[src/rtl/mux4_arbiter_if.sv]
// ---------------------------------------------------------------------------
// mux4_arbiter_if
//   Bundle of the request and output-channel signals of mux4_arbiter.
//
//   req[3:0]      requester i has a valid beat on in_i
//   in0..in3      requester data, N bits each
//   ack[3:0]      requester i's beat accepted this cycle
//   out_valid     out_data holds a valid beat
//   out_ready     downstream accepts the beat this cycle
//   out_data      steered requester data
//   select        current or last grant index
//   busy          arbiter is holding a grant
//
//   master : the requester/downstream side (drives req, in*, out_ready)
//   slave  : the arbiter itself
// ---------------------------------------------------------------------------
interface mux4_arbiter_if #(
  parameter int N = 8
);
  logic [3:0]   req;
  logic [N-1:0] in0;
  logic [N-1:0] in1;
  logic [N-1:0] in2;
  logic [N-1:0] in3;
  logic [3:0]   ack;
  logic         out_valid;
  logic         out_ready;
  logic [N-1:0] out_data;
  logic [1:0]   select;
  logic         busy;

  modport master (
    output req, in0, in1, in2, in3, out_ready,
    input  ack, out_valid, out_data, select, busy
  );

  modport slave (
    input  req, in0, in1, in2, in3, out_ready,
    output ack, out_valid, out_data, select, busy
  );
endinterface

[src/rtl/mux4_arbiter.sv]
// ---------------------------------------------------------------------------
// mux4_arbiter
//   Round-robin arbiter sharing one N-bit output channel among four
//   requesters. The winner's index drives the select of a mux4 that steers
//   its data to the output; valid/ready passes through. A grant lasts at most
//   MAX_BURST accepted beats, then the arbiter releases for re-arbitration.
//
//   Ports:
//     clk   system clock, all state on rising edge
//     rst   synchronous active-high reset
//     bus   mux4_arbiter_if.slave (req, in0..in3, ack, out_valid,
//           out_ready, out_data, select, busy)
//
//   Parameters:
//     N          data width
//     MAX_BURST  accepted beats per grant, 1..255
// ---------------------------------------------------------------------------

// Plain 4:1 multiplexer.
module mux4 #(
  parameter int N = 8
) (
  input  logic [1:0]   sel,
  input  logic [N-1:0] d0,
  input  logic [N-1:0] d1,
  input  logic [N-1:0] d2,
  input  logic [N-1:0] d3,
  output logic [N-1:0] y
);
  always_comb begin
    y = d0;
    case (sel)
      2'd0:    y = d0;
      2'd1:    y = d1;
      2'd2:    y = d2;
      default: y = d3;
    endcase
  end
endmodule

module mux4_arbiter #(
  parameter int N         = 8,
  parameter int MAX_BURST = 4
) (
  input logic           clk,
  input logic           rst,
  mux4_arbiter_if.slave bus
);

  typedef enum logic {
    IDLE  = 1'b0,
    GRANT = 1'b1
  } state_t;

  localparam logic [7:0] LAST_BEAT = 8'(MAX_BURST - 1);

  state_t       state_reg;
  logic [1:0]   select_reg;
  logic [7:0]   count_reg;
  logic         busy_reg;

  logic [1:0]   winner;
  logic         holder_req;
  logic         out_valid;
  logic         accept;
  logic [3:0]   ack_vec;
  logic [N-1:0] mux_y;

  // Round-robin search starting at the neighbour of the last winner; the
  // last winner itself is checked last so it loses to any other requester.
  always_comb begin
    logic       found;
    logic [1:0] idx;
    winner = select_reg;
    found  = 1'b0;
    idx    = select_reg;
    for (int k = 1; k <= 4; k++) begin
      idx = select_reg + k[1:0];
      if (!found && bus.req[idx]) begin
        winner = idx;
        found  = 1'b1;
      end
    end
  end

  assign holder_req = bus.req[select_reg];
  assign out_valid  = (state_reg == GRANT) && holder_req;
  assign accept     = out_valid && bus.out_ready;

  generate
    for (genvar gi = 0; gi < 4; gi++) begin : g_ack
      assign ack_vec[gi] = accept && (select_reg == 2'(gi));
    end
  endgenerate

  always_ff @(posedge clk) begin
    if (rst) begin
      state_reg  <= IDLE;
      select_reg <= 2'b11;
      count_reg  <= 8'd0;
      busy_reg   <= 1'b0;
    end else begin
      case (state_reg)
        IDLE: begin
          if (|bus.req) begin
            select_reg <= winner;
            count_reg  <= 8'd0;
            state_reg  <= GRANT;
            busy_reg   <= 1'b1;
          end
        end
        GRANT: begin
          if (!holder_req) begin
            // Holder withdrew: end the grant, keep select as last winner.
            state_reg <= IDLE;
            busy_reg  <= 1'b0;
          end else if (accept) begin
            if (count_reg == LAST_BEAT) begin
              state_reg <= IDLE;
              busy_reg  <= 1'b0;
              count_reg <= 8'd0;
            end else begin
              count_reg <= count_reg + 8'd1;
            end
          end
        end
        default: begin
          state_reg <= IDLE;
          busy_reg  <= 1'b0;
        end
      endcase
    end
  end

  mux4 #(.N(N)) u_mux4 (
    .sel (select_reg),
    .d0  (bus.in0),
    .d1  (bus.in1),
    .d2  (bus.in2),
    .d3  (bus.in3),
    .y   (mux_y)
  );

  assign bus.out_data  = mux_y;
  assign bus.out_valid = out_valid;
  assign bus.ack       = ack_vec;
  assign bus.select    = select_reg;
  assign bus.busy      = busy_reg;

endmodule

[src/flat_wrapper.sv]
// flat-port wrapper written by rule: the top's interface ports become plain ports
module mux4_arbiter_flat 
#(
  parameter int N         = 8,
  parameter int MAX_BURST = 4
)
  (clk, rst, bus_req, bus_in0, bus_in1, bus_in2, bus_in3, bus_out_ready, bus_ack, bus_out_valid, bus_out_data, bus_select, bus_busy);
  mux4_arbiter_if #(.N(N)) bus_i ();
  input logic clk;
  input logic rst;
  input wire logic [$bits(bus_i.req)-1:0] bus_req;
  input wire logic [$bits(bus_i.in0)-1:0] bus_in0;
  input wire logic [$bits(bus_i.in1)-1:0] bus_in1;
  input wire logic [$bits(bus_i.in2)-1:0] bus_in2;
  input wire logic [$bits(bus_i.in3)-1:0] bus_in3;
  input wire logic [$bits(bus_i.out_ready)-1:0] bus_out_ready;
  output wire logic [$bits(bus_i.ack)-1:0] bus_ack;
  output wire logic [$bits(bus_i.out_valid)-1:0] bus_out_valid;
  output wire logic [$bits(bus_i.out_data)-1:0] bus_out_data;
  output wire logic [$bits(bus_i.select)-1:0] bus_select;
  output wire logic [$bits(bus_i.busy)-1:0] bus_busy;
  assign bus_i.req = bus_req;
  assign bus_i.in0 = bus_in0;
  assign bus_i.in1 = bus_in1;
  assign bus_i.in2 = bus_in2;
  assign bus_i.in3 = bus_in3;
  assign bus_i.out_ready = bus_out_ready;
  assign bus_ack = bus_i.ack;
  assign bus_out_valid = bus_i.out_valid;
  assign bus_out_data = bus_i.out_data;
  assign bus_select = bus_i.select;
  assign bus_busy = bus_i.busy;
  mux4_arbiter #(.N(N), .MAX_BURST(MAX_BURST)) u_core (.clk(clk), .rst(rst), .bus(bus_i));
endmodule
[config.mk]
export PLATFORM = sky130hd
export DESIGN_NAME = mux4_arbiter_flat
export DESIGN_NICKNAME = d
export VERILOG_FILES = /design/src/rtl/mux4_arbiter_if.sv /design/src/rtl/mux4_arbiter.sv /design/src/flat_wrapper.sv
export SDC_FILE = /design/constraint.sdc
export NUM_CORES = 1
export LEC_CHECK = 0
export ABC_AREA = 1
export BUFFER_PORTS_ARGS = -buffer_cell sky130_fd_sc_hd__buf_2
export CAP_MARGIN = 20
export CORE_ASPECT_RATIO = 0.8
export CORE_MARGIN = 2
export CORE_UTILIZATION = 43
export DETAILED_ROUTE_END_ITERATION = 7
export GPL_TIMING_DRIVEN = 0
export PLACE_DENSITY = 0.81
export SETUP_SLACK_MARGIN = 0.02
export SYNTH_ARGS = -nofsm -noshare
export SYNTH_HDL_FRONTEND = slang
export SYNTH_SLANG_ARGS = --single-unit
export TNS_END_PERCENT = 5
[constraint.sdc]
create_clock -name clk -period 1.5 [get_ports clk]
set_clock_uncertainty 0.1 [all_clocks]
set_input_delay 0.225 -clock clk [delete_from_list [all_inputs] [get_ports clk]]
set_output_delay 0.225 -clock clk [all_outputs]
set_load 0.02 [all_outputs]
==> results.json <==
{
  "rr_endpoint": "u_core.bus.select[1]$_SDFFE_PP1P_",
  "grt_pass1_vias": 1525,
  "start_util": 0.4562,
  "grt_pass1_wl_um": 6886,
  "htree_levels": 1,
  "routed.top_layer": "met4",
  "clkTransAtPathRegs_ns": 0.06,
  "wl_um": 4076,
  "drtPass1Iterations": 4,
  "clk_path_buf_depth": 2,
  "relSlewSlack": 0.6154,
  "ff_latch_area_um2": 250.2,
  "place.gp.congestion": 0.8645,
  "largest_reg_flops": 8,
  "internal_power_mw": 1.973,
  "critPathLaunchType": "register",
  "synth-seq-cells": 12,
  "insertion_delay_ns": 0.25,
  "vias_per_cell": 5.322,
  "hold_path.class": "in2reg",
  "synth_warnings": 0,
  "synth_fp_nets": 257,
  "syn_area_um2": 1271,
  "area_delta_synth_final_pct": 71.56,
  "numClockSinks": 12,
  "diodes": 0,
  "layout.nets": 321,
  "setup_slack_ns": -0.2838,
  "fin_crit_ns": 1.784,
  "worstHoldPathCells": 4,
  "dpl_cell_area_um2": 1892,
  "wl_met3_um": 297,
  "rows": 17,
  "worstHoldStart": "bus_out_ready",
  "swShare": 0.4821,
  "cap_violations": 0,
  "cts_root_buffer": "clkbuf_8",
  "reg2reg_from": "u_core.bus.select[0]$_SDFFE_PP1P_",
  "cts_tree": "done",
  "fin_area_um2": 2181,
  "ys_seq_area_frac": 0.1890,
  "total_power_mw": 3.810,
  "met1Wirelength_um": 1739,
  "synthTopCellsByArea": "nand2_1 (21%), dfxtp_1 (19%), nor2_1 (9.2%)",
  "ir_drop_v": 0.001146,
  "cp.required_ns": 1.17,
  "grt_usage": 0.2575,
  "clkPwrFrac": 0.097,
  "drive_above_1_share": 0.4819,
  "grt_max_degree": 11,
  "cts_hold_buf": 0,
  "boundaryPins": 55,
  "coreArea_um2": 2786,
  "fmax_mhz": 560.6,
  "final_antenna_net_count": 0,
  "syn_avg_cell_area_um2": 5.968,
  "antenna_found_initial": 0,
  "holdPathEnd": "u_core.state_reg$_SDFF_PP0_",
  "final-hold-violation-count": 0,
  "r2r_slack_ns": -0.03,
  "final_util": 0.7827,
  "setup_violations": 14,
  "cts_buffers": 3,
  "worst_pin_slew_ns": 0.5769,
  "seqPwrFrac": 0.125,
  "multi_input_area_um2": 1221,
  "violations": "negative setup slack",
  "synth.distinct_cells": 24,
  "power_leakage_nw": 0.9059,
  "fillers": 203,
  "r2r_cells": 8,
  "fp.dieH_um": 52.63,
  "die_area_um2": 3410,
  "drv_slew": 0,
  "drt_iter0_markers": 98,
  "dp_hpwl_um": 2702,
  "synth_top_area_frac": 0.2096,
  "grt_overflow": 0,
  "p_comb_frac": 0.778,
  "status": "finished, violations left",
  "via_count": 1671,
  "worst_setup_path_end_kind": "primary output",
  "avgRoutedWirePerCell_um": 12.98,
  "syn_inst": 213,
  "path_class": "reg2out",
  "pre_cts_ws_ns": -0.1363,
  "chipWidth_um": 64.79,
  "period_share": 1.189,
  "numPortBuffers": 53,
  "switching_power_mw": 1.837,
  "rsz0062_at_grt": "yes",
  "holdWs_ns": 0.2790,
  "powerDensity_nw_per_um2": 1747,
  "cp_max_fo": 6,
  "crit_arrival_ns": 1.46,
  "drcViolationCount": 0,
  "met2_length_um": 2027,
  "synth_largest_area_cell": "nand2_1"
}
-- layer usage --
metal / GRT usage / vias up
met5: 0 / -
met4: 0.04255 / 0
met3: 0.05806 / 4
met2: 0.4622 / 61
met1: 0.3204 / 782
li1: - / 824
-- stage by stage --
stage / TNS [ns] / cells
2_1_floorplan: 0 / 213
3_3_place_gp: -1.148 / 304
5_1_grt: -3.964 / 314
6_report: -3.049 / 314
4_1_cts: -3.120 / 313
3_5_place_dp: -1.209 / 304
-- critical path, stage by stage, from the launching register on --
cell	delay, ns
dfxtp_4	0.42
inv_8	0.07
ha_4	0.18
clkbuf_16	0.16
a21oi_4	0.14
a31oi_4	0.10
buf_6	0.14
-- cell usage in the layout, fill, tap and decap left out, types with 2 or more instances in the layout --
master and instances:
o21a_1 2, nor2_1 19, clkbuf_1 2, buf_4 7, nand3_1 14, dfxtp_1 8
dfxtp_4 2, inv_1 16, a21oi_1 3, ha_4 4, clkbuf_8 6, nor2_2 10
buf_6 10, a21oi_2 6, dfxtp_2 2, a31oi_4 8, a21oi_4 8, nand2_4 3
clkbuf_16 2, nand2_2 5, o21ai_0 3, nor2_4 2, buf_2 40, nand2_1 67
nand4_1 3, nand3_2 10
-- synthesized netlist by cell type --
library cell  instances
a21oi_1              11
a21oi_2               6
a31oi_1               9
buf_8                 1
bufinv_8              1
clkbuf_1              6
clkinv_1              1
dfxtp_1              12
ha_1                  5
inv_1                18
inv_2                 1
nand2_1              71
nand2_2               2
nand2_4               2
nand3_1              15
nand3_2               9
nand3b_1              1
nand4_1               3
nand4_4               1
nor2_1               31
o21a_1                2
o21ai_0               3
o21ai_1               1
xor2_1                1
-- logic make-up (layout without fill, tap and decap cells) --
| kind of cell | after synthesis | after routing | share of synthesized area |
|---|---|---|---|
| and+or+nand+nor | 135 | 135 | 0.4961 |
| AOI/OAI and AO/OA | 32 | 32 | 0.1565 |
| buffers and inverters | 28 | 91 | 0.1024 |
| DFF | 12 | 12 | 0.1890 |
| adders and majority gates | 5 | 5 | 0.04921 |
| xor gates and xnor gates | 1 | 1 | 0.006891 |
-- power by group through the flow --
stage	clock (mW)	sequential, mW	combinational, mW
after floorplan	0	0.488	1.88
after global placement	0	0.472	2.33
after detailed placement	0	0.471	2.36
after CTS	0.369	0.485	2.89
after global routing	0.382	0.482	3.19
final	0.370	0.474	2.97
-- how the worst max path moves through the flow --
stage	to	slack (ns)	cells past startpoint	startpoint
after floorplan	bus_out_data[0]	0.01	5	u_core.bus.select[0]$_SDFFE_PP1P_
after global placement	bus_out_data[6]	-0.12	6	u_core.bus.select[0]$_SDFFE_PP1P_
after detailed placement	bus_out_data[2]	-0.14	6	u_core.bus.select[0]$_SDFFE_PP1P_
after CTS	bus_out_data[5]	-0.28	6	u_core.bus.select[0]$_SDFFE_PP1P_
after global routing	bus_out_data[5]	-0.33	6	u_core.bus.select[0]$_SDFFE_PP1P_
final	bus_out_data[5]	-0.28	6	u_core.bus.select[0]$_SDFFE_PP1P_
-- area by class of cell --
type / instances / share of cell area
clock buffer: 4 / 0.02524
timing repair buffer: 60 / 0.1824
tap: 38 / 0.02180
multi-input combinational: 173 / 0.5600
sequential: 12 / 0.1147
inverter: 21 / 0.05393
buffer: 6 / 0.04188
-- what timing repair did --
item	4_1_cts	5_1_grt
buffers inserted	4	1
endpoints found under the setup margin	15	25
pin swaps	9	2
resized for setup	38	7
cloned	2	0
No activity file was read; power rests on OpenSTA's default activity.
